`config.mk`:
```
export PLATFORM = sky130hd
export DESIGN_NAME = codec_init_seq
export DESIGN_NICKNAME = d
export VERILOG_FILES = /design/src/rtl/codec_init_seq.sv
export SDC_FILE = /design/constraint.sdc
export NUM_CORES = 1
export LEC_CHECK = 0
export ABC_AREA = 1
export CORE_ASPECT_RATIO = 1.75
export CORE_MARGIN = 2
export CORE_UTILIZATION = 30
export CTS_CLUSTER_SIZE = 25
export DETAILED_ROUTE_END_ITERATION = 16
export SLEW_MARGIN = 20
export SYNTH_ARGS = -nofsm -noshare
export SYNTH_HDL_FRONTEND = slang
export SYNTH_SLANG_ARGS = --single-unit
```
`constraint.sdc`:
```
create_clock -name sys_clk -period 1.7 [get_ports sys_clk]
set_input_delay 0.255 -clock sys_clk [delete_from_list [all_inputs] [get_ports sys_clk]]
set_output_delay 0.255 -clock sys_clk [all_outputs]
set_load 0.01 [all_outputs]
```
`src/rtl/codec_init_seq.sv`:
```
// Codec register init sequencer: walks an 8-entry {reg,data} ROM and issues one I2C write per entry.
// Optional per-write watchdog is compiled in with `define CODEC_INIT_TIMEOUT_EN.
module codec_init_seq #(
  parameter logic [7:0]  SLAVE_ADDR     = 8'h35,
  parameter logic [15:0] GAP_CYCLES     = 16'd1000,
  parameter logic [23:0] TIMEOUT_CYCLES = 24'd1_000_000
) (
  input  logic       sys_clk,
  input  logic       reset,
  input  logic       start,
  input  logic       i2c_free,
  output logic       i2c_enable,
  output logic [7:0] slave_addr,
  output logic [7:0] i2c_reg,
  output logic [7:0] i2c_data,
  output logic       busy,
  output logic       done,
  output logic       error
);

  typedef enum logic [2:0] {
    IDLE, ISSUE, WAIT_ACCEPT, WAIT_DONE, GAP, DONE, ERROR
  } state_t;

  state_t      state, next_state;
  logic [2:0]  idx;
  logic [15:0] gap_cnt;

  function automatic logic [15:0] rom_entry(input logic [2:0] i);
    case (i)
      3'd0:    rom_entry = 16'h0F00;
      3'd1:    rom_entry = 16'h070A;
      3'd2:    rom_entry = 16'h0800;
      3'd3:    rom_entry = 16'h0500;
      3'd4:    rom_entry = 16'h0279;
      3'd5:    rom_entry = 16'h0379;
      3'd6:    rom_entry = 16'h2250;
      default: rom_entry = 16'h25C0;
    endcase
  endfunction

`ifdef CODEC_INIT_TIMEOUT_EN
  logic [23:0] wd_cnt;
  logic        wd_expired;
  assign wd_expired = ((state == WAIT_ACCEPT) || (state == WAIT_DONE)) &&
                      (wd_cnt == TIMEOUT_CYCLES - 24'd1);
`else
  logic unused_timeout;
  assign unused_timeout = ^TIMEOUT_CYCLES;
`endif

  always_comb begin
    next_state = state;
    case (state)
      IDLE:        if (start && i2c_free) next_state = ISSUE;
      ISSUE:       next_state = WAIT_ACCEPT;
      WAIT_ACCEPT: if (!i2c_free) next_state = WAIT_DONE;
      WAIT_DONE:   if (i2c_free) next_state = GAP;
      GAP:         if (gap_cnt == 16'd0) next_state = (idx == 3'd7) ? DONE : ISSUE;
      DONE:        next_state = DONE;
      ERROR:       next_state = ERROR;
      default:     next_state = IDLE;
    endcase
`ifdef CODEC_INIT_TIMEOUT_EN
    // The watchdog wins over a same-cycle handshake edge.
    if (wd_expired) next_state = ERROR;
`endif
  end

  always_ff @(posedge sys_clk or posedge reset) begin
    if (reset) state <= IDLE;
    else       state <= next_state;
  end

  // Entry registers load only on the way into ISSUE, so they hold through the whole write.
  always_ff @(posedge sys_clk or posedge reset) begin
    if (reset) begin
      idx      <= 3'd0;
      gap_cnt  <= 16'd0;
      i2c_reg  <= 8'd0;
      i2c_data <= 8'd0;
    end else begin
      if (state == IDLE && next_state == ISSUE) begin
        idx                 <= 3'd0;
        {i2c_reg, i2c_data} <= rom_entry(3'd0);
      end else if (state == GAP && next_state == ISSUE) begin
        idx                 <= idx + 3'd1;
        {i2c_reg, i2c_data} <= rom_entry(idx + 3'd1);
      end
      if (state == WAIT_DONE && next_state == GAP) gap_cnt <= GAP_CYCLES;
      else if (state == GAP && gap_cnt != 16'd0)   gap_cnt <= gap_cnt - 16'd1;
    end
  end

`ifdef CODEC_INIT_TIMEOUT_EN
  always_ff @(posedge sys_clk or posedge reset) begin
    if (reset)                                              wd_cnt <= 24'd0;
    else if (state == ISSUE)                                wd_cnt <= 24'd0;
    else if (state == WAIT_ACCEPT || state == WAIT_DONE)    wd_cnt <= wd_cnt + 24'd1;
  end
  assign error = (state == ERROR);
`else
  assign error = 1'b0;
`endif

  assign i2c_enable = (state == ISSUE);
  assign slave_addr = SLAVE_ADDR;
  assign busy       = (state == ISSUE) || (state == WAIT_ACCEPT) ||
                      (state == WAIT_DONE) || (state == GAP);
  assign done       = (state == DONE);

endmodule

```
# Word-level counts from Yosys, hierarchy flattened
# Cells that the tools add are included.
# Widths: inputs -> output; s select.
# word_totals
elab_cells	51
ff_bits	38
# op_classes
mux	15
addsub	2
n_reduce_logical	14
eq_ne	15
# op_table
operator	n
$pmux 14 s7	1
$mux 16	2
$mux 8	4
$eq 3x3->1 const B	8
$mux 3	7
$pmux 3 s7	1
$logic_not 16->1	1
$reduce_bool 16->1	1
$sub 16x1->16 const B	1
$eq 3x2->1 const B	4
$eq 3x1->1 const B	3
$logic_not 3->1	2
$logic_and 1x1->1	5
$reduce_bool 2->1	2
$add 3x1->3 const B	1
$logic_or 1x1->1	3

# Depth between registers and ports, before layout
# Gate-level depths: netlist of run 1.
# depth
ltp_word	8
mapped_depth	11

# Least setup slack after synthesis of run 1
# No wires, ideal clock.
# synth_path
kind	reg2reg
start	register idx[0]
end	register i2c_data[5]
stages_incl_launch_ff	12
t_required_ns	1.583
path_buffers	1
slack_ns	-0.024
period_less_slack_ns	1.724
arrival_ns	1.607
setup_ns	0.117
cell_sequence	dfrtp_1 ha_1 ha_1 inv_1 nand2_1 nand2_1 nand2_2 a21oi_4 nand3_4 buf_6 nand2_1 nand2_1
# synth_via
elab_chain_len	7
elab_cells_between_ends	19
# synth_rtl
item	line	source
start, declared	26	logic [2:0] idx;
start signal, assigned	87	idx <= idx + 3'd1;
branches (longest 7 deep; another with $add 3x1->3)	-	
end signal, assigned	85	{i2c_reg, i2c_data} <= rom_entry(3'd0);
end signal, assigned	88	{i2c_reg, i2c_data} <= rom_entry(idx + 3'd1);
end, declared	15	output logic [7:0] i2c_data,
# Several ways; the timed one is not identified. The select of a mux whose other input is x is not followed.
# A chain may end at the register's enable or synchronous reset.

# Final worst setup path of run 1
# layout_path
start	register idx[1]
end	register i2c_data[7]
# Same word-level chain as after synthesis.

==> impl_metrics.yaml, run 1 <==
outcome:
  status: "finished, violations left"
  violations: "negative setup slack"
yosys:
  yosysSeqAreaShare_pct: 36.6
  ys_types: 34
  synth.area.mux_share_pct: 0
  synth_fa_ha_area_share_pct: 3.88
  avgSynthCellArea_um2: 7.57
  ys_warn_count: 0
  synth_top_family_by_area: "simple AND/OR/NAND/NOR gates"
  synth_compound_area_share_pct: 4.99
  synthXorXnorAreaFrac_pct: 1.94
  synthSimpleGateAreaFrac_pct: 38.5
  synth_seq_cells: 33
  syn_area_um2: 2260
  synthCells: 298
floorplanning:
  ios: 32
  rows: 41
  die_area_um2: 8260
  start_util_pct: 31.2
  die_w_um: 69.6
  coreArea_um2: 7230
  die_y_um: 119
route:
  routedWlPerCell_um: 13.6
  num_vias: 2108
  dr.pass1.iters: 4
  via_per_inst: 4.81
  drc: 0
  drtAntennaViolNets: 0
  drt_iter0_drc: 82
  wirelength_mm: 5.96
sta:
  max_freq_mhz: 584
  setup_ws_ns: -0.0125
  finalSetupViolCount: 4
  fin_crit_sh_pct: 101
  period_needed_ns: 1.71
  skew_ns: 0.00570
  finalHoldViolCount: 0
  rsz0062_at_grt: "yes"
  report.final.slew_viol_count: 0
placed_design:
  place_area_um2: 2650
  detailedPlace.worstSlack_ns: -0.105
  port_buffers: 18
  gp_congestion: 0.904
  dp_hpwl_mm: 4.16
worst_setup_path:
  crit_arrival_ns: 1.93
  cp-end-kind: "flip-flop"
  cp_top_family: "flip-flops"
  critPathBufInv: 3
  start_kind: "flip-flop"
  required_ns: 1.92
  worstSetupPathType: "flip-flop to flip-flop"
  slowest_stage: "dfrtp_1"
  crit_chain: "ha_4 -> ha_4 -> inv_2 -> nand2_1 -> nand2_1 -> nand2_2 -> a21oi_4 -> buf_6 -> clkbuf_16 -> nand4_1 -> nand2_1"
  crit_path_frequent_cell: "nand2_1"
  path_max_fanout: 7
  cpPeakStageDelay_ns: 0.41
worst_hold_path:
  hp-class: "input port to async pin"
cts:
  insertion_delay_ns: 0.28
  cts_htree_levels: 2
  clk_pin_slew_worst_paths_ns: 0.05
  cts_tree: "built"
  cts_buffer_depth: 2
  cts.sinks: 33
  cts_buffers: 5
  root_buffer: "clkbuf_16"
grt:
  grt_use_total_pct: 14.4
  grt_max_degree: 34
  grt_pass1_wl_mm: 9.71
  grt_pass1_vias: 2214
  grt-ovfl-total: 0
  antenna_found_initial: 0
layout:
  final_cell_mix: "74 x nand2_1, 31 x nor2_1, 31 x dfrtp_1, 30 x buf_4, 27 x inv_1"
  final_nets: 362
  fin_area_um2: 3010
  area_growth_pct: 33.4
  insertedDiodeCount: 0
  final_core_util_pct: 41.6
  layout_commonest_cell: "nand2_1"
  drive_gt1_share_pct: 25.0
  largest_register_ffs: 16
  n_fill_cell: 730
pwr:
  leakage_uw: 0.00153
  power.density_nw_per_um2: 1830
  ir_drop_mv: 0.962
run:
  max_cap_violations: 0
==> area by class of cell <==
class	instances	area, µm²	share of cell area (%)
Timing Repair Buffer	55	517	17.2
Inverter	32	139	4.61
Tap cell	86	108	3.57
Sequential cell	33	828	27.5
Clock inverter	3	17.5	0.582
Multi-Input combinational cell	224	1280	42.4
Clock buffer	5	125	4.16
==> through the flow <==
stage	power, µW	TNS [ns]	instances	hold slack, ns
final	5500	-0.0251	438	0.374
after global routing	5920	-1.23	438	0.431
after CTS	5000	-0.0309	433	0.392
after detailed placement	4040	-1.29	423	0.459
after global placement	4000	-1.25	423	0.458
after floorplan	3040	0	309	0.384
==> cell families (layout without fill, tap and decap cells) <==
kind of cell | count (synthesis) | in the layout
AND/OR/NAND/NOR | 179 | 180
other | 2 | 13
buffers and inverters | 53 | 95
XOR/XNOR | 5 | 5
AO/OA/AOI/OAI | 19 | 19
adder cells (fa/ha/maj) | 7 | 7
flip-flops | 33 | 33
==> power by group <==
group | internal (µW) | switching [µW] | total [µW]
sequential | 1070 | 257 | 1320
combinational | 1550 | 1750 | 3290
clock | 537 | 346 | 883
==> final timing paths <==
kind                       cells past startpoint   startpoint          end  slack, ns
setup / recovery                              11       idx[1]  i2c_data[7]      -0.01
hold / removal                                 3        reset   gap_cnt[1]       0.37
setup reg to reg                              11       idx[1]  i2c_data[7]      -0.01
hold reg to reg                                2  i2c_data[3]  i2c_data[3]       0.48
max in group asynchronous                      3        reset     state[1]       0.98
min in group sys_clk                           2  i2c_data[3]  i2c_data[3]       0.48
==> per-layer routing <==
layer	wire, µm	vias up	GRT usage (%)
li1	-	1043	-
met4	130	0	6.37
met3	169	14	1.71
met5	0	-	0
met2	3630	44	29.4
met1	2030	1007	13.7
==> cell usage after synthesis, drive strengths merged <==
cell type,n,area (µm²)
nand2,90,355
nor2,39,188
dfrtp,33,826
inv,31,119
nand3,21,123
nand4,21,153
buf,19,158
o21ai,10,50.1
ha,7,87.6
a21oi,6,41.3
nand3b,4,30.0
nor3,4,20.0
xor2,3,26.3
clkbuf,2,17.5
conb,2,7.51
xnor2,2,17.5
bufinv,1,17.5
o211ai,1,7.51
o22ai,1,6.26
o31ai,1,7.51
==> tightest hold or removal path: cells and delay by family <==
| kind | cells | cell delay [ns] |
|---|---|---|
| buffers and inverters | 3 | 0.82 |
==> timing repair <==
| action | 4_1_cts | 5_1_grt |
|---|---|---|
| pin swaps | 0 | 18 |
| buffers inserted | 2 | 3 |
| gates resized for setup | 6 | 34 |
| hold buffers | 0 | 0 |
| setup endpoints to repair | 7 | 24 |
| gates cloned | 0 | 2 |
(Power assumes the default switching activity.)
==> run 2: changes to the inputs <==
--- a/config.mk
+++ b/config.mk
@@ -11,6 +11,7 @@
 export CORE_UTILIZATION = 30
 export CTS_CLUSTER_SIZE = 25
 export DETAILED_ROUTE_END_ITERATION = 16
+export PLACE_DENSITY = 0.61
 export SLEW_MARGIN = 20
 export SYNTH_ARGS = -nofsm -noshare
 export SYNTH_HDL_FRONTEND = slang
==> impl_metrics.yaml, run 2 (same netlist as run 1, synthesis figures left out) <==
layout:
  drive_gt1_share_pct: 23.9
  seq_area_um2: 830
  insertedDiodeCount: 0
  n_fill_cell: 733
  final_nets: 361
  final_core_util_pct: 41.3
  area_growth_pct: 32.4
  largest_register_ffs: 16
  layout_commonest_cell: "nand2_1"
  final_cell_mix: "83 x nand2_1, 32 x nor2_1, 32 x buf_4, 30 x dfrtp_1, 25 x inv_1"
  multi_input_area_um2: 1270
cts:
  cts_hold_buf: 0
  insertion_delay_ns: 0.28
  cts_buffers: 5
  clk_pin_slew_worst_paths_ns: 0.05
  root_buffer: "clkbuf_16"
  cts_buffer_depth: 2
  cts_tree: "built"
  cts.sinks: 33
  cts_htree_levels: 2
route:
  num_vias: 2088
  routedWlPerCell_um: 13.3
  dr.pass1.iters: 4
  drc: 0
  drt_iter0_drc: 66
  drtAntennaViolNets: 0
  wirelength_mm: 5.81
  via_per_inst: 4.78
worst_setup_path:
  cpPeakStageDelay_ns: 0.40
  crit_path_frequent_cell: "nand2_1"
  r2r_start: "idx[0]"
  crit_chain: "ha_4 -> ha_4 -> inv_2 -> nand2_1 -> nand2_1 -> nand2_2 -> a21oi_4 -> nand3_4 -> nand2_1 -> nand2_1"
  cp-end-kind: "flip-flop"
  crit_arrival_ns: 1.85
  required_ns: 1.87
  start_kind: "flip-flop"
  critPathBufInv: 1
  worstSetupPathType: "flip-flop to flip-flop"
  slowest_stage: "dfrtp_1"
  critPathLaunch: "idx[0]"
  cp_top_family: "simple AND/OR/NAND/NOR gates"
  path_max_fanout: 7
pwr:
  p_clk_share_pct: 19.1
  leakage_uw: 0.00152
  combPwrFrac_pct: 56.9
  ir_drop_mv: 1.20
  seq_power_share_pct: 23.9
  power.switching_uw: 2300
  power.density_nw_per_um2: 1830
  sw_frac_of_total_pct: 42.1
  internal-power_uw: 3160
run:
  max_cap_violations: 0
sta:
  finalHoldViolCount: 0
  skew_ns: 0.00171
  fin_crit_sh_pct: 99.0
  fin_hold_ws_ns: 0.369
  report.final.slew_viol_count: 0
  finalSetupViolCount: 0
  max_freq_mhz: 594
  rsz0062_at_grt: "yes"
  period_needed_ns: 1.68
grt:
  grt_max_degree: 34
  grt_use_total_pct: 14.9
  grt_pass1_wl_mm: 9.87
  grt-ovfl-total: 0
  antenna_found_initial: 0
  grt_pass1_vias: 2121
worst_hold_path:
  hp-class: "input port to async pin"
outcome:
  status: "finished, final reports clean"
placed_design:
  dp_hpwl_mm: 4.11
  gp_congestion: 0.888
  port_buffers: 18
floorplanning:
  start_util_pct: 31.2
  die_y_um: 119
  die_w_um: 69.6
  rows: 41
  die_area_um2: 8260
  coreArea_um2: 7230
  ios: 32
run 2: changes by cell type in the layout (fill, tap and decap cells not counted), sizes merged:
cell / previous run / this run
bufinv: 1 / 2
clkdlybuf4s15: 1 / 0
clkinv: 2 / 1
run 2: layer usage:
layer	vias to the layer above	GRT usage (%)	part of all wire, %
li1	1037	-	-
met1	975	14.2	36
met2	55	29.2	56
met3	21	2.22	3.3
met4	0	8.70	4.9
met5	-	0	0
run 2: worst paths after layout:
| check | slack, ns | to | depth (start not counted) |
|---|---|---|---|
| setup / recovery | 0.02 | i2c_data[1] | 10 |
| max in group asynchronous | 0.98 | gap_cnt[7] | 3 |
| hold / removal | 0.37 | gap_cnt[2] | 3 |
| min in group sys_clk | 0.48 | i2c_reg[1] | 2 |
| setup reg to reg | 0.02 | i2c_data[1] | 10 |
| hold reg to reg | 0.48 | i2c_reg[1] | 2 |
run 2: cell type report:
class	instances	share of cell area, %
clock buffers	5	4.19
flip-flops and latches	33	27.8
well taps	86	3.60
clock inverters	3	1.55
repair buffers	54	15.7
inverters	32	4.65
multi-input cells	224	42.5
run 2: worst register-to-register path, cell delays in order, from the launching register on:
cell     delay (ns)
dfrtp_1        0.40
ha_4           0.19
ha_4           0.16
inv_2          0.04
nand2_1        0.04
nand2_1        0.08
nand2_2        0.06
a21oi_4        0.26
nand3_4        0.17
nand2_1        0.10
nand2_1        0.05
run 2: per-stage QoR:
step	cell area (µm²)	power (µW)	TNS (ns)	std cells	setup WS, ns
3_3_place_gp	2640	4040	-0.146	421	-0.0435
3_5_place_dp	2640	4070	-0.424	421	-0.0578
2_1_floorplan	2300	3040	0	309	0.00739
6_report	2990	5470	0	437	0.0172
4_1_cts	2920	5400	-0.0323	436	-0.0130
5_1_grt	2990	5890	-1.10	437	-0.102
run 2: timing repair:
item | 4_1_cts | 5_1_grt
hold endpoints to repair | 0 | 0
gates cloned | 2 | 0
gates resized for setup | 17 | 18
pin swaps | 8 | 5
setup endpoints to repair | 22 | 29
buffers inserted | 5 | 1
run 2: power groups by stage:
stage          sequential (µW)  combinational (µW)  clock (µW)
2_1_floorplan             1320                1720           0
3_3_place_gp              1320                2720           0
3_5_place_dp              1320                2740           0
4_1_cts                   1290                3040        1070
5_1_grt                   1340                3430        1110
6_report                  1310                3110        1050
==> run 3: changes to the inputs <==
--- a/config.mk
+++ b/config.mk
@@ -7,7 +7,6 @@
 export LEC_CHECK = 0
 export ABC_AREA = 1
 export CORE_ASPECT_RATIO = 1.75
-export CORE_MARGIN = 2
 export CORE_UTILIZATION = 30
 export CTS_CLUSTER_SIZE = 25
 export DETAILED_ROUTE_END_ITERATION = 16
==> impl_metrics.yaml, run 3 (same netlist as run 1, synthesis figures left out) <==
worst_setup_path:
  start_kind: "flip-flop"
  slowest_stage: "dfrtp_1"
  worstSetupPathType: "flip-flop to flip-flop"
  required_ns: 1.92
  crit_arrival_ns: 1.87
  crit_path_frequent_cell: "nand2_1"
  crit_chain: "ha_4 -> ha_4 -> inv_1 -> nand2_1 -> nand2_1 -> nand2_2 -> a21oi_4 -> buf_4 -> buf_6 -> nand4_1 -> nand2_1"
  cp-end-kind: "flip-flop"
  r2r_start: "idx[1]"
  reg2regPathDepth: 11
  r2r-end: "i2c_data[7]"
  rrSetupSlack_ns: 0.05
  cpPeakStageDelay_ns: 0.40
  path_max_fanout: 7
route:
  drt_iter0_drc: 50
  dr.pass1.iters: 4
  num_vias: 2147
  drtAntennaViolNets: 0
  drc: 0
  via_per_inst: 4.96
  wirelength_mm: 5.86
  routedWlPerCell_um: 13.5
sta:
  setup_ws_ns: 0.0537
  fin_crit_sh_pct: 96.8
  finalSetupViolCount: 0
  skew_ns: 0.00895
  finalHoldViolCount: 0
  report.final.slew_viol_count: 0
  period_needed_ns: 1.65
  max_freq_mhz: 607
grt:
  grt_max_degree: 34
  grt_use_met1_pct: 15.2
  gr-usage-met3_pct: 3.22
  antenna_found_initial: 0
  met2_usage_pct: 30.4
  grt_use_total_pct: 16.6
  top_usage_layer: "met2"
  grt_pass1_vias: 2079
  grt_pass1_wl_mm: 9.44
  grt-ovfl-total: 0
placed_design:
  dp_hpwl_mm: 4.08
  detailedPlace.worstSlack_ns: -0.0344
  port_buffers: 18
  gp_congestion: 0.814
  place_area_um2: 2620
  dp.cells: 418
floorplanning:
  coreArea_um2: 7230
  die_w_um: 67.6
  rows: 41
  ios: 32
  die_y_um: 117
  start_util_pct: 31.2
  die_area_um2: 7890
cts:
  cts_buffer_depth: 2
  cts_htree_levels: 2
  clk_pin_slew_worst_paths_ns: 0.06
  cts.sinks: 33
  cts_tree: "built"
  root_buffer: "clkbuf_16"
  cts_buffers: 5
  insertion_delay_ns: 0.29
layout:
  final_cell_mix: "82 x nand2_1, 31 x nor2_1, 31 x dfrtp_1, 29 x buf_4, 25 x inv_1"
  final_core_util_pct: 40.6
  layoutNonFillerInstCount: 433
  largest_register_ffs: 16
  insertedDiodeCount: 0
  layout_commonest_cell: "nand2_1"
  drive_gt1_share_pct: 23.6
  final_nets: 357
  fin_area_um2: 2930
  area_growth_pct: 30.0
pwr:
  ir_drop_mv: 0.998
  power.density_nw_per_um2: 1810
  leakage_uw: 0.00148
outcome:
  status: "finished, final reports clean"
worst_hold_path:
  hp-class: "input port to async pin"
run:
  max_cap_violations: 0
[run 3: layout make-up]
cell class                 instances  area, µm²
fill                             725       4300
tap                               86        108
timing repair buffer              50        437
sequential                        33        828
clock inverter                     3       17.5
clock buffer                       5        125
multi-input combinational        224       1280
inverter                          32        136
[run 3: repair_timing]
| item | CTS | global route |
|---|---|---|
| buffers inserted | 2 | 3 |
| pin swaps | 7 | 3 |
| gates cloned | 2 | 0 |
| endpoints found under the hold margin | 0 | 0 |
| gates resized for setup | 21 | 12 |
| hold buffers | 0 | 0 |
| setup endpoints to repair | 8 | 14 |
[run 3: per-stage QoR]
stage	power (µW)	hold slack (ns)	setup TNS, ns
2_1_floorplan	3040	0.384	0
3_3_place_gp	3940	0.459	-0.0829
3_5_place_dp	3980	0.462	-0.0775
4_1_cts	5140	0.385	0
5_1_grt	5680	0.444	-0.0225
6_report	5300	0.363	0
[run 3: worst max-delay path by stage]
stage	from	end	slack [ns]	cells past startpoint
after floorplan	idx[0]	i2c_data[5]	0.007	11
after global placement	i2c_free	idx[1]	-0.02	9
after detailed placement	idx[0]	i2c_reg[1]	-0.03	9
after CTS	gap_cnt[6]	i2c_data[7]	0.003	8
after global routing	idx[1]	idx[2]	-0.01	11
final	idx[1]	i2c_data[7]	0.05	11
[run 3: report_power, final]
part / internal [µW] / total [µW] / leakage, µW / switching, µW
Clock: 537 / 905 / 0.0000696 / 368
Sequential: 1070 / 1340 / 0.000413 / 278
Combinational: 1370 / 3050 / 0.00100 / 1690
Total: 2970 / 5300 / 0.00148 / 2330
[run 3: critical path, delay by kind of cell (launching register included)]
kind	cells	cell delay [ns]
simple gates	5	0.37
compound gates	1	0.11
flops	1	0.40
fa+ha+maj	2	0.36
buf+inv	3	0.35
[run 3: layer usage]
layer | share of wire [%] | vias to the layer above | routed length (µm)
li1 | - | 1032 | -
met1 | 34 | 1012 | 2020
met2 | 56 | 72 | 3280
met3 | 3.8 | 31 | 224
met4 | 5.7 | 0 | 335
met5 | 0 | - | 0
